[src/rtl/pitch_detect_pkg.sv]
// Shared definitions for the pitch detector and the note oscillator.
// Holds the half-period table T(n) so both sides decode the same note map.
// OSC_CNT_BW sets the counter width (defaults to 14 bits when undefined).
`ifndef OSC_CNT_BW
`define OSC_CNT_BW 14
`endif

package pitch_detect_pkg;

  localparam int unsigned PD_CNT_BW   = `OSC_CNT_BW;
  localparam int unsigned PD_NOTE_W   = 8;
  localparam int unsigned PD_NOTE_MAX = 127;

  // Half-period compare value for MIDI note n. The lowest octave (notes 0..11)
  // is tabulated in clock cycles; every higher octave halves it. The osc counter
  // runs 0..T(n), so one half-period lasts T(n)+1 cycles.
  function automatic logic [PD_CNT_BW-1:0] note_half_period(input logic [6:0] note);
    int unsigned n;
    int unsigned base;
    n = 32'(note);
    case (n % 32'd12)
      32'd0:   base = 32'd15296;
      32'd1:   base = 32'd14431;
      32'd2:   base = 32'd13621;
      32'd3:   base = 32'd12856;
      32'd4:   base = 32'd12135;
      32'd5:   base = 32'd11454;
      32'd6:   base = 32'd10811;
      32'd7:   base = 32'd10204;
      32'd8:   base = 32'd9632;
      32'd9:   base = 32'd9091;
      32'd10:  base = 32'd8581;
      default: base = 32'd8099;
    endcase
    return PD_CNT_BW'((base >> (n / 32'd12)) - 32'd1);
  endfunction

endpackage

[src/rtl/pitch_detect_edge_meas.sv]
// Input front end: synchronizes wave_i, detects both edges and counts the
// cycles since the last edge. The counter sticks at all-ones; that is the
// timeout. An edge in the saturated cycle suppresses the timeout.
module pitch_detect_edge_meas
  import pitch_detect_pkg::*;
#(
  parameter int unsigned CNT_BW = PD_CNT_BW
) (
  input  logic              clk_i,
  input  logic              rst_i,
  input  logic              wave_i,
  output logic              edge_o,
  output logic [CNT_BW-1:0] cnt_o,
  output logic              timeout_o
);

  logic              sync1_q, sync2_q, prev_q;
  logic [CNT_BW-1:0] cnt_q, cnt_d;
  logic              sat;

  assign edge_o    = sync2_q ^ prev_q;
  assign sat       = &cnt_q;
  assign timeout_o = sat & ~edge_o;
  assign cnt_o     = cnt_q;

  // Counter restarts at 1 after an edge, otherwise counts up until it saturates.
  always_comb begin
    cnt_d = cnt_q;
    if (edge_o) begin
      cnt_d = {{(CNT_BW-1){1'b0}}, 1'b1};
    end else if (!sat) begin
      cnt_d = cnt_q + {{(CNT_BW-1){1'b0}}, 1'b1};
    end
  end

  // Two-flop synchronizer, previous-level register and period counter.
  always_ff @(posedge clk_i or posedge rst_i) begin
    if (rst_i) begin
      sync1_q <= 1'b0;
      sync2_q <= 1'b0;
      prev_q  <= 1'b0;
      cnt_q   <= '0;
    end else begin
      sync1_q <= wave_i;
      sync2_q <= sync1_q;
      prev_q  <= sync2_q;
      cnt_q   <= cnt_d;
    end
  end

endmodule

[src/rtl/pitch_detect.sv]
// Measures the half-period of a square wave and reports the nearest MIDI note.
// A latched interval is compared against T(n)+1 for notes 0..NOTE_MAX, one per cycle.
// Optional PITCH_HYST_EN: a note is reported only after two identical decodes.
module pitch_detect
  import pitch_detect_pkg::*;
#(
  parameter int unsigned CNT_BW   = PD_CNT_BW,
  parameter int unsigned NOTE_MAX = PD_NOTE_MAX
) (
  input  logic                 clk_i,
  input  logic                 rst_i,
  input  logic                 enable_i,
  input  logic                 wave_i,
  output logic [PD_NOTE_W-1:0] note_o,
  output logic                 valid_o,
  output logic                 locked_o
);

  typedef enum logic [2:0] {S_IDLE, S_ARM, S_MEASURE, S_SEARCH, S_REPORT} state_e;

  localparam logic [CNT_BW:0] ERR_ONE = {{CNT_BW{1'b0}}, 1'b1};

  state_e            state_q, state_d;
  logic              edge_s, timeout_s;
  logic [CNT_BW-1:0] cnt_s;
  logic [CNT_BW-1:0] meas_q, meas_d;
  logic [6:0]        idx_q, idx_d, best_q, best_d, note_q, note_d;
  logic [CNT_BW:0]   best_err_q, best_err_d, err, m_ext, t_ext;
  logic              valid_q, valid_d, locked_q, locked_d;
`ifdef PITCH_HYST_EN
  logic [6:0]        prev_q, prev_d;
  logic              seed_q, seed_d;
`endif

  pitch_detect_edge_meas #(.CNT_BW(CNT_BW)) u_edge_meas (
    .clk_i     (clk_i),
    .rst_i     (rst_i),
    .wave_i    (wave_i),
    .edge_o    (edge_s),
    .cnt_o     (cnt_s),
    .timeout_o (timeout_s)
  );

  assign note_o   = {1'b0, note_q};
  assign valid_o  = valid_q;
  assign locked_o = locked_q;

  // Distance between the measured interval and the interval of note idx_q;
  // one extra bit keeps T(n)+1 from wrapping.
  always_comb begin
    m_ext = {1'b0, meas_q};
    t_ext = {1'b0, CNT_BW'(note_half_period(idx_q))} + ERR_ONE;
    err   = (m_ext >= t_ext) ? (m_ext - t_ext) : (t_ext - m_ext);
  end

  // Search FSM: next state, best-match tracking and output updates.
  always_comb begin
    state_d    = state_q;
    meas_d     = meas_q;
    idx_d      = idx_q;
    best_d     = best_q;
    best_err_d = best_err_q;
    note_d     = note_q;
    valid_d    = 1'b0;
    locked_d   = locked_q;
`ifdef PITCH_HYST_EN
    prev_d     = prev_q;
    seed_d     = seed_q;
`endif
    if (!enable_i) begin
      state_d  = S_IDLE;
      locked_d = 1'b0;
    end else begin
      case (state_q)
        S_IDLE: begin
          state_d = S_ARM;
        end
        S_ARM: begin
          // The arming edge only restarts the counter.
          if (edge_s) state_d = S_MEASURE;
          else if (timeout_s) locked_d = 1'b0;
        end
        S_MEASURE: begin
          if (edge_s) begin
            meas_d  = cnt_s;
            idx_d   = '0;
            state_d = S_SEARCH;
          end else if (timeout_s) begin
            state_d  = S_ARM;
            locked_d = 1'b0;
          end
        end
        S_SEARCH: begin
          // Strictly-smaller update keeps the lower note on ties.
          if (idx_q == '0 || err < best_err_q) begin
            best_d     = idx_q;
            best_err_d = err;
          end
          if (timeout_s) begin
            state_d  = S_ARM;
            locked_d = 1'b0;
          end else if (idx_q == NOTE_MAX[6:0]) begin
            state_d = S_REPORT;
`ifdef PITCH_HYST_EN
            if (seed_q && best_d == prev_q) begin
              note_d   = best_d;
              valid_d  = 1'b1;
              locked_d = 1'b1;
            end
            prev_d = best_d;
            seed_d = 1'b1;
`else
            note_d   = best_d;
            valid_d  = 1'b1;
            locked_d = 1'b1;
`endif
          end else begin
            idx_d = idx_q + 7'd1;
          end
        end
        S_REPORT: begin
          if (timeout_s) begin
            state_d  = S_ARM;
            locked_d = 1'b0;
          end else begin
            state_d = S_MEASURE;
          end
        end
        default: state_d = S_IDLE;
      endcase
    end
`ifdef PITCH_HYST_EN
    // A fresh lock must see two matching decodes again.
    if (state_d == S_IDLE || state_d == S_ARM) seed_d = 1'b0;
`endif
  end

  // State and datapath registers.
  always_ff @(posedge clk_i or posedge rst_i) begin
    if (rst_i) begin
      state_q    <= S_IDLE;
      meas_q     <= '0;
      idx_q      <= '0;
      best_q     <= '0;
      best_err_q <= '0;
      note_q     <= '0;
      valid_q    <= 1'b0;
      locked_q   <= 1'b0;
`ifdef PITCH_HYST_EN
      prev_q     <= '0;
      seed_q     <= 1'b0;
`endif
    end else begin
      state_q    <= state_d;
      meas_q     <= meas_d;
      idx_q      <= idx_d;
      best_q     <= best_d;
      best_err_q <= best_err_d;
      note_q     <= note_d;
      valid_q    <= valid_d;
      locked_q   <= locked_d;
`ifdef PITCH_HYST_EN
      prev_q     <= prev_d;
      seed_q     <= seed_d;
`endif
    end
  end

endmodule

[config.mk]
export PLATFORM = sky130hd
export DESIGN_NAME = pitch_detect
export DESIGN_NICKNAME = d
export VERILOG_FILES = /design/src/rtl/pitch_detect_pkg.sv /design/src/rtl/pitch_detect_edge_meas.sv /design/src/rtl/pitch_detect.sv
export SDC_FILE = /design/constraint.sdc
export NUM_CORES = 1
export LEC_CHECK = 0
export ABC_AREA = 1
export BUFFER_PORTS_ARGS = -buffer_cell sky130_fd_sc_hd__buf_2
export CORE_UTILIZATION = 50
export DETAILED_ROUTE_END_ITERATION = 7
export PLACE_DENSITY = 0.72
export REMOVE_ABC_BUFFERS = 1
export SLEW_MARGIN = 10
export SYNTH_ARGS = -nofsm -noshare
export SYNTH_HDL_FRONTEND = slang
export SYNTH_SLANG_ARGS = --single-unit
export TNS_END_PERCENT = 50
[constraint.sdc]
create_clock -name clk_i -period 15.6 [get_ports clk_i]
set_input_delay 1.56 -clock clk_i [delete_from_list [all_inputs] [get_ports clk_i]]
set_output_delay 1.56 -clock clk_i [all_outputs]
set_load 0.01 [all_outputs]
# Word-level counts from Yosys, hierarchy flattened
# Memories as Yosys holds them, arrays and structs flattened.
# Cells that the tools add are included.
[op_classes]
addsub = 6
n_div = 2
n_lt_le_gt_ge = 2
n_eq_ne = 14
shift = 1
n_mux = 27
bitwise_logic = 4
reduce_logical = 14
[op_table]
columns = ["op", "n"]
rows = [
  ["$div A7 B4 Y32 const B", 1],
  ["$mod A7 B4 Y32 const B", 1],
  ["$mux W32", 1],
  ["$shr A32 B32 Y14", 1],
  ["$logic_not A28 Y1", 1],
  ["$mux W14", 2],
  ["$mux W7", 4],
  ["$mux W3", 6],
  ["$add A14 B1 Y15 const B", 1],
  ["$ge A14 B15 Y1", 1],
  ["$lt A15 B15 Y1", 1],
  ["$mux W15", 1],
  ["$pmux W3 S5", 1],
  ["$sub A14 B15 Y15", 1],
  ["$sub A15 B14 Y15", 1],
  ["$add A14 B1 Y14 const B", 1],
  ["$pmux W7 S2", 1],
  ["$reduce_and A14 Y1", 1],
  ["$sub A14 B1 Y14 const B", 1],
  ["$reduce_and A3 Y1", 4],
  ["$mux W1", 9],
  ["$add A7 B1 Y7 const B", 1],
  ["$eq A7 B7 Y1 const B", 1],
  ["$logic_not A7 Y1", 1],
  ["other kinds (22)", 26],
]
[word_totals]
regBits = 72
rom_bits = 224
inputBits = 4
out_inout_bits = 10
wordCells = 83
memories = 1
[mem_list]
columns = ["name", "words", "width", "rd", "rd_ports_with_merged_regs", "wr", "line", "rtl"]
rows = [
  ["(name not given)", 16, 14, 1, 0, 0, "pitch_detect_pkg.sv:21", "case (n % 32'd12)"],
]

# Logic depth before layout (Yosys ltp)
[logic_depth]
depth_word = 11
ltp_mapped = 65
ltp_nobuf = 59

# Hierarchy
# From an unflattened synthesis, not the netlist that was laid out.
[unflattened]
cells_unflattened = 1034
area_unflattened_um2 = 6972.9
[by_module_without_submodules]
columns = ["mod", "n_inst", "cells_per_inst", "area_per_inst_um2"]
rows = [
  ["pitch_detect", 1, 911, 5970.7],
  ["pitch_detect_edge_meas", 1, 123, 1002.2],
]

# Worst setup path before layout
# OpenSTA, ideal clock, no wires.
[synth_path]
path_type = "reg2reg"
start = "reg idx_q[5]"
end = "reg best_q[2]"
setup_time_ns = 0.140
arrival_time_ns = 7.794
setup_slack_ns = 7.665
path_stages_with_launch = 60
period_less_slack_ns = 7.935
path_cell_list = "dfrtp_1 -> buf_4 -> clkbuf_1 -> ha_1 -> inv_1 -> nand3_1 -> nand2_2 -> nand2_4 -> a21oi_4 -> nand3_4 -> nand2_1 -> nand3_2 -> nand3_2 -> nand2_2 -> nand2_2 -> buf_6 -> nand2_4 -> a21oi_4 -> [24 not listed] -> a221o_1 -> nand2_4 -> buf_4 -> o21ai_1 -> nand2_1 -> inv_1 -> ha_1 -> a21oi_1 -> o221ai_1 -> a21oi_1 -> nor2_1 -> a211oi_1 -> o221ai_1 -> o41ai_1 -> nand2_1 -> inv_1 -> clkbuf_1 -> o32ai_1"
[synth_between]
elab_chain_cells = 11
word_cells_on_any_way = 16
[synth_lines]
columns = ["element", "line", "rtl"]
rows = [
  ["start: declaration", "pitch_detect.sv:27", "logic [6:0] idx_q, idx_d, best_q, best_d, note_q, note_d;"],
  ["start signal: assignment", "pitch_detect.sv:156", "idx_q <= idx_d;"],
  ["$mod A7 B4 Y32", "pitch_detect_pkg.sv:21", ""],
  ["$mem_v2 Z16 W14 or $logic_not A28 Y1 (tied branches)", "-", ""],
  ["$mux W32", "pitch_detect_pkg.sv:21", ""],
  ["$shr A32 B32 Y14 (*)", "pitch_detect_pkg.sv:35", "return PD_CNT_BW'((base >> (n / 32'd12)) - 32'd1);"],
  ["$sub A14 B1 Y14 (*)", "pitch_detect_pkg.sv:35", ""],
  ["$add A14 B1 Y15 (*)", "pitch_detect.sv:52", "t_ext = {1'b0, CNT_BW'(note_half_period(idx_q))} + ERR_ONE;"],
  ["$sub A15 B14 Y15 (tied with other cells)", "pitch_detect.sv:53", "err = (m_ext >= t_ext) ? (m_ext - t_ext) : (t_ext - m_ext);"],
  ["$mux W15 (*)", "pitch_detect.sv:53", ""],
  ["named net err[4]", "pitch_detect.sv:28", "logic [CNT_BW:0] best_err_q, best_err_d, err, m_ext, t_ext;"],
  ["$lt A15 B15 Y1 (*)", "pitch_detect.sv:95", "if (idx_q == '0 || err < best_err_q) begin"],
  ["$logic_or A1 B1 Y1 (*)", "pitch_detect.sv:95", ""],
  ["$mux W7 (*)", "pitch_detect.sv:95", ""],
  ["end signal: assignment", "pitch_detect.sv:157", "best_q <= best_d;"],
  ["end: declaration", "pitch_detect.sv:27", ""],
]
# Mark *: on every way through the listed nets, which the timed path passes. The rest lies on a longest branch.
# A chain may end at the register's enable or synchronous reset.

# Final worst setup path
[layout_path]
start = "reg idx_q[5]"
end = "reg best_err_q[10]"
[layout_between]
elab_chain_cells = 11
word_cells_on_any_way = 16
[layout_lines]
columns = ["element", "line", "rtl"]
rows = [
  ["$mod A7 B4 Y32", "pitch_detect_pkg.sv:21", ""],
  ["$mem_v2 Z16 W14 or $logic_not A28 Y1 (tied branches)", "-", ""],
  ["$mux W32", "pitch_detect_pkg.sv:21", ""],
  ["$shr A32 B32 Y14 (*)", "pitch_detect_pkg.sv:35", ""],
  ["$sub A14 B1 Y14 (*)", "pitch_detect_pkg.sv:35", ""],
  ["$add A14 B1 Y15 (*)", "pitch_detect.sv:52", ""],
  ["$sub A15 B14 Y15 (tied with other cells)", "pitch_detect.sv:53", ""],
  ["$mux W15 (*)", "pitch_detect.sv:53", ""],
  ["named net err[1]", "pitch_detect.sv:28", ""],
  ["$lt A15 B15 Y1 (*)", "pitch_detect.sv:95", ""],
  ["$logic_or A1 B1 Y1 (*)", "pitch_detect.sv:95", ""],
  ["$reduce_and A3 Y1 (no line) (*)", "-", ""],
  ["end signal: assignment", "pitch_detect.sv:158", "best_err_q <= best_err_d;"],
  ["end: declaration", "pitch_detect.sv:28", ""],
]
# Marks and branches as above.

==> impl_metrics.json <==
{
  "firstDrtPassIters": 5,
  "post-route-drc-count": 0,
  "worstPathBufferInverterCount": 4,
  "critPathTopFamily": "simple AND/OR/NAND/NOR gates",
  "drtAntennaViolNets": 0,
  "cpPeakStageDelay_ns": 0.72,
  "async_reset_ff_share_pct": 100.0,
  "route.final.wire_length_um": 16630,
  "final_core_utilization_pct": 56.04,
  "crit_path_frequent_cell": "nand2_1",
  "start_util_pct": 52.17,
  "cts.root.buffer_cell": "clkbuf_16",
  "critical_path.max_fanout": 20,
  "finalClockSkew_ns": 0.005219,
  "cts_tree": "yes",
  "synth_top_flop_cell": "dfrtp_1",
  "syn-cell-area_um2": 6690,
  "synth-edff-count": 0,
  "cts_inserted_buffers": 9,
  "hold_path_class": "reg -> reg",
  "number_of_antenna_violations_at_the_first_check_in_global_routing": 0,
  "globalRoute.totalOverflow": 0,
  "dr_total_vias": 6340,
  "areaGrowthSynthToFinish_pct": 7.425,
  "drt_first_iter_violations": 438,
  "gpl.final_weighted_congestion": 0.9764,
  "final.setup.tns_ns": 0,
  "via_count_of_the_first_global_routing_pass": 5834,
  "synth-seq-area-share_pct": 26.93,
  "netlist-cell-type-count": 48,
  "nNetsFinal": 1050,
  "yosys_warnings": 0,
  "die-area_um2": 13850,
  "clock_insertion_delay_worst_skew_ns": 0.33,
  "num_rows": 41,
  "cp.arrival_ns": 10.56,
  "synth.ff_latch_count": 72,
  "drv_slew": 0,
  "cts_repair_resize_count": 0,
  "stdcell_count": 1170,
  "routed_length_per_instance_um": 14.21,
  "netlist_top_cells_area": "dfrtp_1, nand2_1, nand3_1",
  "finalSetupViolations": 0,
  "critical_path.slowest_cell": "inv_1",
  "setup.worst_path.class": "reg -> reg",
  "largest_area_contributor_in_the_synthesized_netlist": "dfrtp_1",
  "critical_path.startpoint_type": "register",
  "finalWorstPathRequiredPeriod_ns": 10.30,
  "fp.coreArea_um2": 12820,
  "hold_buffers": 0,
  "pin_count": 14,
  "post_synth.cell_area_avg_um2": 6.717,
  "dp_hpwl_um": 13080,
  "fin_worst_hold_slack_ns": 0.3481,
  "grt_pass1_wl_um": 28560,
  "final-hold-violation-count": 0,
  "ys_top_cells_by_count": "nand2_1, inv_1, nand3_1",
  "clk_transition_reported_paths_ns": 0.05,
  "die_wd_um": 117.7,
  "fraction_of_layout_instances_using_a_drive_strength_above_1_pct": 8.116,
  "nFillCells": 1227,
  "synthesis.instances": 996,
  "max_cap_viol_count": 0,
  "synth_most_common_cell": "nand2_1",
  "slew_headroom_pct": 26.55,
  "netlist.area_leader.share_pct": 26.93,
  "port_buffers": 12,
  "worst_ep_required_time_ns": 15.86,
  "worst-slew-pin-transition_ns": 1.092,
  "grt_usage_pct": 25.18,
  "viasPerCell": 5.419,
  "post_route_fraction_of_the_period_consumed_by_the_critical_path_pct": 66.01,
  "placed_cells_incl_taps": 1154,
  "cts_setup_buffers": 0,
  "maximum_number_of_pins_on_one_net_before_global_route_repair": 73,
  "rsz_0062_raised_after_global_routing": "no",
  "ctsHtreeMaxLevel": 3,
  "timing.fmax_ghz": 0.09710,
  "antennaDiodeCount": 0,
  "worst_setup_path_end_kind": "register",
  "cts_buffer_depth": 2,
  "cts.sinks": 72,
  "die_height_um": 117.7,
  "run_status": "completed"
}
## cell families (layout without fill, tap and decap cells)
kind of cell | count (synthesis) | after routing | share of synthesized area, %
AND/OR/NAND/NOR | 505 | 505 | 35.12
adder cells (fa/ha/maj) | 53 | 53 | 10.14
AO/OA/AOI/OAI | 152 | 152 | 13.04
XOR/XNOR | 30 | 30 | 4.040
other | 1 | 1 | 0.05605
buffers and inverters | 183 | 185 | 10.68
flip-flops | 72 | 72 | 26.93
## worst reg2reg max path, delay by kind of cell, from the launching register on
kind | cells | cell delay (ns)
adders and majority gates | 3 | 0.97
buffers and inverters | 4 | 1.08
and+or+nand+nor | 35 | 5.19
DFF | 1 | 0.52
AOI/OAI and AO/OA | 13 | 2.52
## through the flow
stage	setup slack, ns	area, µm²
finish	5.302	7187
global route	4.256	7187
CTS	5.382	7187
detailed placement	5.391	6855
global placement	5.612	6855
floorplan	7.044	6558
## worst paths after layout
kind	start	to	slack, ns	depth (start not counted)
max	idx_q[5]$_DFFE_PP0P_	best_err_q[10]$_DFFE_PP0P_	5.30	55
min	u_edge_meas.sync1_q$_DFF_PP0_	u_edge_meas.sync2_q$_DFF_PP0_	0.35	0
max reg2reg	idx_q[5]$_DFFE_PP0P_	best_err_q[10]$_DFFE_PP0P_	5.30	55
min reg2reg	u_edge_meas.sync1_q$_DFF_PP0_	u_edge_meas.sync2_q$_DFF_PP0_	0.35	0
max in group asynchronous	rst_i	locked_o$_DFFE_PP0P_	13.53	3
min in group asynchronous	rst_i	u_edge_meas.sync1_q$_DFF_PP0_	1.49	3
## sequential cells by signal, indices dropped and copies added (netlist names)
| name | cells |
|---|---|
| u_edge_meas.sync2_q | 1 |
| locked_o | 1 |
| best_q | 7 |
| idx_q | 7 |
| state_q | 3 |
| best_err_q | 15 |
| note_q | 7 |
| meas_q | 14 |
| u_edge_meas.sync1_q | 1 |
| u_edge_meas.prev_q | 1 |
| u_edge_meas.cnt_o | 14 |
| valid_o | 1 |
## layout make-up
cell class	count	area, µm²	share of cell area, %
timing repair buffer	14	75.07	1.045
tap	172	215.2	2.994
clock inverter	5	78.83	1.097
multi-input combinational	741	4182	58.18
sequential	72	1802	25.07
clock buffer	11	252.7	3.517
inverter	155	581.8	8.095
## layer usage
layer	GRT usage (%)	wire length (µm)	part of all wire [%]
met1	36.86	8293	50
met4	6.250	246	1.5
met3	2.519	750	4.5
met2	39.63	7339	44
met5	0	0	0
## cell usage in the layout (no fill, tap or decap), drive strengths merged, types with 3 or more instances in the layout
master,count
a211oi,7
xnor2,3
nand2,268
a31oi,4
clkbuf,11
nor4,5
dfrtp,72
inv,152
clkinv,6
nand4,20
nand3,137
a21o,3
nor2,55
nor3,14
or2,3
o211ai,5
o21ai,73
a21oi,46
xor2,27
buf,14
ha,51
Power is left out: the tool's default activity adds up to more than one toggle a clock period on the data nets, which glitch-free logic cannot reach.
